## src/rtl/mem_stage_pkg.sv

```systemverilog
// Shared widths, load-op encodings and bus layouts for the memory-access stage.
// Field bit positions are fixed by the packed struct member order (MSB first).
package mem_stage_pkg;

    localparam int ES_TO_MS_BUS_WD = 110;
    localparam int MS_TO_WS_BUS_WD = 74;
    localparam int MS_FWD_BUS_WD   = 40;

    typedef enum logic [2:0] {
        LD_W  = 3'b000,
        LD_B  = 3'b001,
        LD_BU = 3'b010,
        LD_H  = 3'b011,
        LD_HU = 3'b100,
        LD_WL = 3'b101,
        LD_WR = 3'b110
    } load_op_e;

    // rt_value 109:78, load_op 77:75, res_from_mem 74, byte_we 73:70,
    // gr_we 69, dest 68:64, alu_result 63:32, pc 31:0
    typedef struct packed {
        logic [31:0] rt_value;
        logic [2:0]  load_op;
        logic        res_from_mem;
        logic [3:0]  byte_we;
        logic        gr_we;
        logic [4:0]  dest;
        logic [31:0] alu_result;
        logic [31:0] pc;
    } es_to_ms_t;

    typedef struct packed {
        logic [3:0]  byte_we;
        logic        gr_we;
        logic [4:0]  dest;
        logic [31:0] final_result;
        logic [31:0] pc;
    } ms_to_ws_t;

    typedef struct packed {
        logic        valid;
        logic        gr_we;
        logic        load_pending;
        logic [4:0]  dest;
        logic [31:0] result;
    } ms_fwd_t;

endpackage

```

## src/rtl/mem_stage_load_align.sv

```systemverilog
// Load data extraction: byte/halfword select with sign/zero extension.
// lwl/lwr merging is compiled in only when MEM_UNALIGNED_LOAD_EN is defined.
module mem_load_align
    import mem_stage_pkg::*;
(
    input  logic [2:0]  load_op,
    input  logic [1:0]  off,
    input  logic [31:0] rdata,
    input  logic [31:0] rt_value,
    output logic [31:0] load_result
);

    logic [31:0] shifted;
    logic [7:0]  byte_v;
    logic [15:0] half_v;

    assign shifted = rdata >> {off, 3'b000};
    assign byte_v  = shifted[7:0];
    assign half_v  = off[1] ? rdata[31:16] : rdata[15:0];

    // NOTE: load_result gets a default before the case so no path leaves it unassigned (no latch).
    always_comb begin
        load_result = rdata;
        case (load_op)
            LD_B:  load_result = {{24{byte_v[7]}}, byte_v};
            LD_BU: load_result = {24'h0, byte_v};
            LD_H:  load_result = {{16{half_v[15]}}, half_v};
            LD_HU: load_result = {16'h0, half_v};
`ifdef MEM_UNALIGNED_LOAD_EN
            LD_WL: begin
                case (off)
                    2'd0:    load_result = {rdata[7:0],  rt_value[23:0]};
                    2'd1:    load_result = {rdata[15:0], rt_value[15:0]};
                    2'd2:    load_result = {rdata[23:0], rt_value[7:0]};
                    default: load_result = rdata;
                endcase
            end
            LD_WR: begin
                case (off)
                    2'd0:    load_result = rdata;
                    2'd1:    load_result = {rt_value[31:24], rdata[31:8]};
                    2'd2:    load_result = {rt_value[31:16], rdata[31:16]};
                    default: load_result = {rt_value[31:8],  rdata[31:24]};
                endcase
            end
`endif
            default: load_result = rdata;
        endcase
    end

`ifndef MEM_UNALIGNED_LOAD_EN
    logic unused_rt_value;
    assign unused_rt_value = ^rt_value;
`endif

endmodule

```

## src/rtl/mem_stage.sv

```systemverilog
// MIPS memory-access stage: EX->MEM capture, load response wait/buffer, WB handshake, ID bypass.
// Optional lwl/lwr support is selected by MEM_UNALIGNED_LOAD_EN (see mem_load_align).
module mem_stage
    import mem_stage_pkg::*;
(
    input  logic                       clk,
    input  logic                       reset,
    output logic                       ms_allowin,
    input  logic                       es_to_ms_valid,
    input  logic [ES_TO_MS_BUS_WD-1:0] es_to_ms_bus,
    input  logic                       ws_allowin,
    output logic                       ms_to_ws_valid,
    output logic [MS_TO_WS_BUS_WD-1:0] ms_to_ws_bus,
    input  logic                       data_sram_data_ok,
    input  logic [31:0]                data_sram_rdata,
    output logic [MS_FWD_BUS_WD-1:0]   ms_fwd_bus
);

    es_to_ms_t   bus_q, bus_d;
    logic        ms_valid_q, ms_valid_d;
    logic        buf_valid_q, buf_valid_d;
    logic [31:0] rdata_buf_q, rdata_buf_d;

    logic        ms_ready_go;
    logic [31:0] load_data;
    logic [31:0] load_result;
    logic [31:0] final_result;
    ms_to_ws_t   ws_bus;
    ms_fwd_t     fwd_bus;

    assign load_data    = buf_valid_q ? rdata_buf_q : data_sram_rdata;
    assign final_result = bus_q.res_from_mem ? load_result : bus_q.alu_result;

    mem_load_align u_load_align (
        .load_op     (bus_q.load_op),
        .off         (bus_q.alu_result[1:0]),
        .rdata       (load_data),
        .rt_value    (bus_q.rt_value),
        .load_result (load_result)
    );

    always_comb begin
        ms_ready_go    = !bus_q.res_from_mem || data_sram_data_ok || buf_valid_q;
        ms_to_ws_valid = ms_valid_q && ms_ready_go;
        ms_allowin     = !ms_valid_q || (ms_ready_go && ws_allowin);

        ms_valid_d  = ms_allowin ? es_to_ms_valid : ms_valid_q;
        bus_d       = (es_to_ms_valid && ms_allowin) ? es_to_ms_t'(es_to_ms_bus) : bus_q;
        buf_valid_d = buf_valid_q;
        rdata_buf_d = rdata_buf_q;
        // A response that WB cannot take yet is parked until the load leaves.
        if (ms_to_ws_valid && ws_allowin) begin
            buf_valid_d = 1'b0;
        end else if (ms_valid_q && bus_q.res_from_mem && data_sram_data_ok && !buf_valid_q) begin
            buf_valid_d = 1'b1;
            rdata_buf_d = data_sram_rdata;
        end
    end

    always_comb begin
        ws_bus.byte_we      = bus_q.byte_we;
        ws_bus.gr_we        = bus_q.gr_we;
        ws_bus.dest         = bus_q.dest;
        ws_bus.final_result = final_result;
        ws_bus.pc           = bus_q.pc;

        fwd_bus = '0;
        if (ms_valid_q) begin
            fwd_bus.valid        = 1'b1;
            fwd_bus.gr_we        = bus_q.gr_we;
            fwd_bus.load_pending = bus_q.res_from_mem && !ms_ready_go;
            fwd_bus.dest         = bus_q.dest;
            fwd_bus.result       = final_result;
        end
    end

    assign ms_to_ws_bus = ws_bus;
    assign ms_fwd_bus   = fwd_bus;

    // NOTE: state flops use non-blocking assignments so every flop samples pre-edge values.
    always_ff @(posedge clk) begin
        if (reset) begin
            ms_valid_q  <= 1'b0;
            buf_valid_q <= 1'b0;
            bus_q       <= '0;
        end else begin
            ms_valid_q  <= ms_valid_d;
            buf_valid_q <= buf_valid_d;
            bus_q       <= bus_d;
        end
    end

    // NOTE: data-only register left without reset; it is only read while buf_valid_q is set.
    always_ff @(posedge clk) begin
        rdata_buf_q <= rdata_buf_d;
    end

endmodule

```

## config.mk

```make
export PLATFORM = sky130hd
export DESIGN_NAME = mem_stage
export DESIGN_NICKNAME = d
export VERILOG_FILES = /design/src/rtl/mem_stage_pkg.sv /design/src/rtl/mem_stage_load_align.sv /design/src/rtl/mem_stage.sv
export SDC_FILE = /design/constraint.sdc
export NUM_CORES = 1
export LEC_CHECK = 0
export BUFFER_PORTS_ARGS = -buffer_cell sky130_fd_sc_hd__buf_4
export CORE_MARGIN = 2
export CORE_UTILIZATION = 52
export DETAILED_ROUTE_END_ITERATION = 10
export GPL_ROUTABILITY_DRIVEN = 0
export MAX_ROUTING_LAYER = met4
export PLACE_DENSITY_LB_ADDON = 0.08
export SLEW_MARGIN = 20
export SYNTH_ARGS = -nofsm -noshare
export SYNTH_HDL_FRONTEND = slang
export SYNTH_SLANG_ARGS = --single-unit
```

## constraint.sdc

```tcl
create_clock -name clk -period 5.8 [get_ports clk]
set_input_delay 0.58 -clock clk [delete_from_list [all_inputs] [get_ports clk]]
set_output_delay 0.58 -clock clk [all_outputs]
set_load 0.01 [all_outputs]
```

==> flow_metrics.tcl, run 1 <==
set metrics [dict create \
    synthAdderAreaFrac 0.00164 \
    grt_first_pass_wirelength_um 27300 \
    route.vias.total 5652 \
    avgRoutedWirePerCell_um 17.1 \
    cp.required_ns 5.22 \
    die_x_um 112 \
    antenna_found_initial 0 \
    ys_seq_area_frac 0.420 \
    drive_gt1_frac 0.351 \
    core_area_mm2 0.0114 \
    start_util 0.534 \
    area_delta_synth_final_pct 28.0 \
    path_max_fanout 41 \
    clk_pin_slew_ns 0.07 \
    dr.first_iter.drc_count 337 \
    syn_area_mm2 0.00610 \
    slew_viol_final 0 \
    hpwl_um 12600 \
    synthMuxAreaShare 0.131 \
    period_share 0.618 \
    hold_path_depth 1 \
    nets 1011 \
    detail_route.wirelength_um 17300 \
    fin_cells 1011 \
    yosys.area_share.simple 0.173 \
    rsz0062_at_grt "no" \
    irDropWorstVdd_uv 181 \
    hold_viol_final 0 \
    h-tree-depth 3 \
    min_period_ns 3.59 \
    fmax_mhz 279 \
    critPathArrivalTime_ns 3.01 \
    cts_tree "built" \
    insertion_delay_ns 0.35 \
    syn-instance-count 713 \
    hold_buffers 0 \
    slew_headroom 0.468 \
    synth.most_common_cell "nand2_1" \
    post-cts-setup-buffers 0 \
    post_cts_resized 0 \
    dp.cells 996 \
    start_kind "flop" \
    grt_max_degree 81 \
    clk_path_buf_depth 2 \
    root_buffer "clkbuf_16" \
    num_rows 39 \
    fin_total_pwr_w 0.00193 \
    fin_worst_skew_ns 0.00496 \
    die_h_um 112 \
    crit_path_end_kind "primary output" \
    yosysUniqueCellTypes 38 \
    synth_largest_area_cell "dfxtp_1" \
    r2r-start "bus_q[74]$_SDFFE_PP0P_" \
    synthFlopType "dfxtp_1" \
    synthTopCellsByArea "dfxtp_1 (26%), edfxtp_1 (16%), nand2_1 (11%)" \
    hold_path.class "primary input to flop" \
    p_leak_nw 3.30 \
    synth_xor_area_frac 0.00431 \
    cts_sinks 112 \
    yosysWarnings 0 \
    min-delay-start "data_sram_rdata[25]" \
    diodes 0 \
    synth_top_area_frac 0.263 \
    outcome "finished, final reports clean" \
    cap_viol_max_count 0 \
    remaining_drc_errors 0 \
    grt_overflow 0 \
    rrSetupSlack_ns 2.98 \
    antenna_left 0 \
    crit_type "flop to primary output" \
    synth_compound_area_frac 0.169 \
    viasPerCell 5.59 \
    port_buffers 230 \
    dieArea_mm2 0.0126 \
    async_reset_ff_frac 0 \
    syn_nets 860 \
    synth-edff-count 32 \
    powerDensity_mw_per_mm2 247 \
    setup-tns-final_ns 0 \
    synth_seq_cells 112 \
    r2r_end "ms_to_ws_bus[4]$_SDFFE_PP0P_" \
    ios 263 \
    grt_usage 0.280 \
    syn_area_per_cell_um2 8.55 \
    synth_top_family_by_area "simple AND/OR/NAND/NOR gates" \
    reg2regPathDepth 7 \
    cts_buffers 9 \
    dr.pass1.iters 8 \
    yosys-top-cells-count "nand2_1 (184), a21oi_1 (119), dfxtp_1 (80), buf_4 (45)" \
    worst_pin_slew_ns 0.798 \
    setup_viol 0 \
    min_to "rdata_buf_q[25]$_DFFE_PP_" \
    grt_pass1_vias 5361 \
]
-- layout by cell type, fill, tap and decap left out, types with 4 or more instances in the layout --
| cell | count |
|---|---|
| a21oi_1 | 119 |
| a222oi_1 | 4 |
| a31o_2 | 7 |
| and2_1 | 16 |
| buf_4 | 239 |
| clkbuf_16 | 11 |
| dfxtp_1 | 78 |
| edfxtp_1 | 32 |
| inv_1 | 5 |
| mux2_2 | 20 |
| mux2i_1 | 19 |
| mux4_2 | 17 |
| nand2_1 | 183 |
| nor2_1 | 32 |
| nor2b_1 | 8 |
| nor3b_1 | 4 |
| o211ai_1 | 14 |
| o21ai_0 | 29 |
-- final cells by class --
class | instances | area, µm²
Clock buffer | 13 | 293
Inverter | 5 | 18.8
Clock inverter | 2 | 17.5
Sequential cell | 112 | 2560
Multi-Input combinational cell | 497 | 2940
Tap cell | 143 | 179
Fill cell | 968 | 3610
Timing Repair Buffer | 239 | 1790
-- flip-flops by register name, indices dropped and copies added (netlist names) --
register	cells
ms_valid_q	1
buf_valid_q	1
ms_to_ws_bus	42
rdata_buf_q	32
bus_q	36
-- cells by family after synthesis --
family	Yosys count
and+or+nand+nor	254
AOI/OAI and AO/OA	183
DFF	112
buffers and inverters	104
muxes	56
xor gates and xnor gates	3
adders and majority gates	1
-- through the flow --
stage               setup WS [ns]  utilization  hold WS [ns]  instance area [µm²]
floorplan                    2.04            -         0.432                 6100
global placement             2.61        0.656         0.443                 7490
detailed placement           2.56        0.656         0.446                 7490
CTS                          2.17        0.683         0.405                 7800
global route                 2.00        0.684         0.414                 7800
finish                       2.21        0.684         0.415                 7800
-- worst max-delay path, cell delays in order (launching register included) --
cell,delay [ns]
dfxtp_2,0.55
buf_4,0.59
inv_1,0.21
mux4_2,0.60
o221a_1,0.31
a21oi_2,0.15
and2_1,0.13
buf_4,0.11
-- worst max-delay path by stage --
stage | cells after the start | from | to
global route | 7 | buf_valid_q$_SDFFE_PP0P_ | ms_fwd_bus[7]
finish | 7 | buf_valid_q$_SDFFE_PP0P_ | ms_fwd_bus[7]
floorplan | 6 | buf_valid_q$_SDFFE_PP0P_ | rdata_buf_q[0]$_DFFE_PP_
CTS | 7 | buf_valid_q$_SDFFE_PP0P_ | ms_fwd_bus[7]
global placement | 7 | buf_valid_q$_SDFFE_PP0P_ | ms_fwd_bus[7]
detailed placement | 7 | buf_valid_q$_SDFFE_PP0P_ | ms_fwd_bus[7]
-- where the power goes --
| group | total (W) | switching [W] | internal (W) | leakage [nW] |
|---|---|---|---|---|
| sequential | 0.000861 | 0.0000237 | 0.000837 | 0.947 |
| combinational | 0.000416 | 0.000218 | 0.000198 | 2.20 |
| clock | 0.000650 | 0.000292 | 0.000358 | 0.154 |
| total | 0.00193 | 0.000534 | 0.00139 | 3.30 |
-- layer usage --
layer | routed length, µm | part of all wire | GRT usage | vias to the layer above
li1 | - | - | - | 2726
met1 | 7040 | 0.41 | 0.353 | 2648
met2 | 8460 | 0.49 | 0.452 | 253
met3 | 1450 | 0.084 | 0.0621 | 25
met4 | 355 | 0.021 | 0.0911 | 0
met5 | 0 | 0 | - | -
Note: power is estimated with default switching activity, not from simulation.
==> run 2, diff against run 1 <==
CORE_UTILIZATION = 48   (was 52)
clock period = 3.4 ns   (was 5.8 ns; I/O delays follow)
==> run 2 against run 1 <==
  * Global-route usage decreased by 1.4 points
  * Largest power group unchanged
  * Clock power increased by 58%
  * First-iteration DRC count up 2.4%
  * Worst setup slack got worse by 1.8 ns
  * Highest routed layer unchanged
  * Final area up 1.2%
  * Critical path depth is the same
  * Combinational power grew 72%
  * Power increased by 68%
  * Largest cell class unchanged
  * Hold slack worse by 0.24 ns
==> flow_metrics.tcl, run 2 (synthesis gave the netlist of run 1 again) <==
set metrics [dict create \
    clk_pin_slew_ns 0.07 \
    slew_headroom 0.451 \
    powerDensity_mw_per_mm2 409 \
    r2r_end "bus_q[74]$_SDFFE_PP0P_" \
    remaining_drc_errors 0 \
    cap_viol_max_count 0 \
    final_area_mm2 0.00790 \
    fin_worst_skew_ns 0.00867 \
    final_util 0.631 \
    cts_tree "built" \
    cp.required_ns 3.06 \
    insertion_delay_ns 0.36 \
    rrSetupSlack_ns 0.88 \
    p_sw_w 0.000897 \
    antenna_found_initial 0 \
    clock_power_share 0.320 \
    cts_buffers 9 \
    post_cts_resized 0 \
    nets 1016 \
    path_max_fanout 21 \
    reg2regPathDepth 6 \
    r2r-start "bus_q[74]$_SDFFE_PP0P_" \
    layout_commonest_cell "buf_4" \
    fin_cells 1045 \
    root_buffer "clkbuf_16" \
    irDropWorstVdd_uv 278 \
    period_share 0.886 \
    min-delay-start "data_sram_rdata[20]" \
    die_h_um 117 \
    hold_buffers 0 \
    fin_total_pwr_w 0.00323 \
    core_area_mm2 0.0125 \
    diodes 0 \
    grt_max_degree 81 \
    grt_pass1_vias 5312 \
    hold_path.class "primary input to flop" \
    crit_path_end_kind "primary output" \
    critPathArrivalTime_ns 2.67 \
    fillers 1152 \
    dr.pass1.iters 5 \
    slew_viol_final 0 \
    crit_type "flop to primary output" \
    fmax_mhz 332 \
    grt_usage 0.266 \
    min_to "rdata_buf_q[20]$_DFFE_PP_" \
    avgRoutedWirePerCell_um 17.1 \
    final_cell_mix "buf_4 (241), nand2_1 (183), a21oi_1 (119), dfxtp_1 (78)" \
    p_leak_nw 3.33 \
    drive_gt1_frac 0.354 \
    outcome "finished, final reports clean" \
    swShare 0.278 \
    cts_sinks 112 \
    ios 263 \
    antenna_left 0 \
    place_area_mm2 0.00761 \
    port_buffers 230 \
    area_delta_synth_final_pct 29.5 \
    num_rows 41 \
    pwr-share-comb 0.222 \
    start_kind "flop" \
    dr.first_iter.drc_count 345 \
    post-cts-setup-buffers 0 \
    setup_viol 0 \
    dieArea_mm2 0.0136 \
    grt_overflow 0 \
    power_frac_seq 0.458 \
    min_period_ns 3.01 \
    dp.cells 1030 \
    detail_route.wirelength_um 17900 \
    h-tree-depth 3 \
    hold_path_depth 1 \
    internal_power_w 0.00233 \
    hold_viol_final 0 \
    clk_path_buf_depth 2 \
    hpwl_um 13100 \
    rsz0062_at_grt "no" \
    worst_pin_slew_ns 0.818 \
    die_x_um 117 \
    largest_reg_flops 42 \
    grt_first_pass_wirelength_um 27000 \
    setup-tns-final_ns 0 \
    viasPerCell 5.41 \
    start_util 0.487 \
    route.vias.total 5653 \
]
[run 2: cell types whose count changed in the layout (fill, tap and decap cells not counted), sizes merged]
| cell | change |
|---|---|
| inv | -1 |
| clkinv | +1 |
| buf | +5 |
[run 2: worst max path at each step]
| stage | slack [ns] | from | depth (start not counted) | to |
|---|---|---|---|---|
| 2_1_floorplan | 0.61 | buf_valid_q$_SDFFE_PP0P_ | 6 | rdata_buf_q[0]$_DFFE_PP_ |
| 4_1_cts | 0.40 | buf_valid_q$_SDFFE_PP0P_ | 7 | ms_fwd_bus[9] |
| 3_3_place_gp | 0.82 | buf_valid_q$_SDFFE_PP0P_ | 7 | ms_fwd_bus[9] |
| 3_5_place_dp | 0.80 | buf_valid_q$_SDFFE_PP0P_ | 7 | ms_fwd_bus[9] |
| 6_report | 0.39 | buf_valid_q$_SDFFE_PP0P_ | 7 | ms_fwd_bus[9] |
| 5_1_grt | 0.24 | buf_valid_q$_SDFFE_PP0P_ | 5 | ms_to_ws_bus[36] |
[run 2: area by class of cell]
| class | instances | area (µm²) | share of cell area |
|---|---|---|---|
| Timing Repair Buffer | 244 | 1870 | 0.237 |
| Clock inverter | 2 | 13.8 | 0.00174 |
| Tap cell | 172 | 215 | 0.0273 |
| Inverter | 5 | 18.8 | 0.00238 |
| Multi-Input combinational cell | 497 | 2940 | 0.373 |
| Clock buffer | 13 | 270 | 0.0342 |
| Sequential cell | 112 | 2560 | 0.325 |
[run 2: per-layer routing]
layer,vias up,share of wire,global-route usage
li1,2736,-,-
met1,2694,0.42,0.330
met2,199,0.49,0.433
met3,24,0.070,0.0602
met4,0,0.018,0.0831
met5,-,0,-
[run 2: per-stage QoR]
step | hold WS (ns) | setup slack [ns]
global placement | 0.443 | 0.823
global route | 0.171 | 0.241
finish | 0.176 | 0.386
floorplan | 0.432 | 0.614
detailed placement | 0.448 | 0.796
CTS | 0.168 | 0.402
[run 2: power by group through the flow]
stage	clock network [W]	registers [W]	logic, W
3_3_place_gp	0	0.00150	0.000700
3_5_place_dp	0	0.00151	0.000713
6_report	0.00103	0.00148	0.000716
2_1_floorplan	0	0.00148	0.000427
5_1_grt	0.00110	0.00149	0.000781
4_1_cts	0.00105	0.00148	0.000716
[run 2: worst max-delay path, stage by stage (launching register included)]
cell	delay [ns]
dfxtp_2	0.67
buf_12	0.25
mux4_2	0.58
o21ai_0	0.11
o211ai_1	0.11
a31o_2	0.30
and2_1	0.15
buf_4	0.14
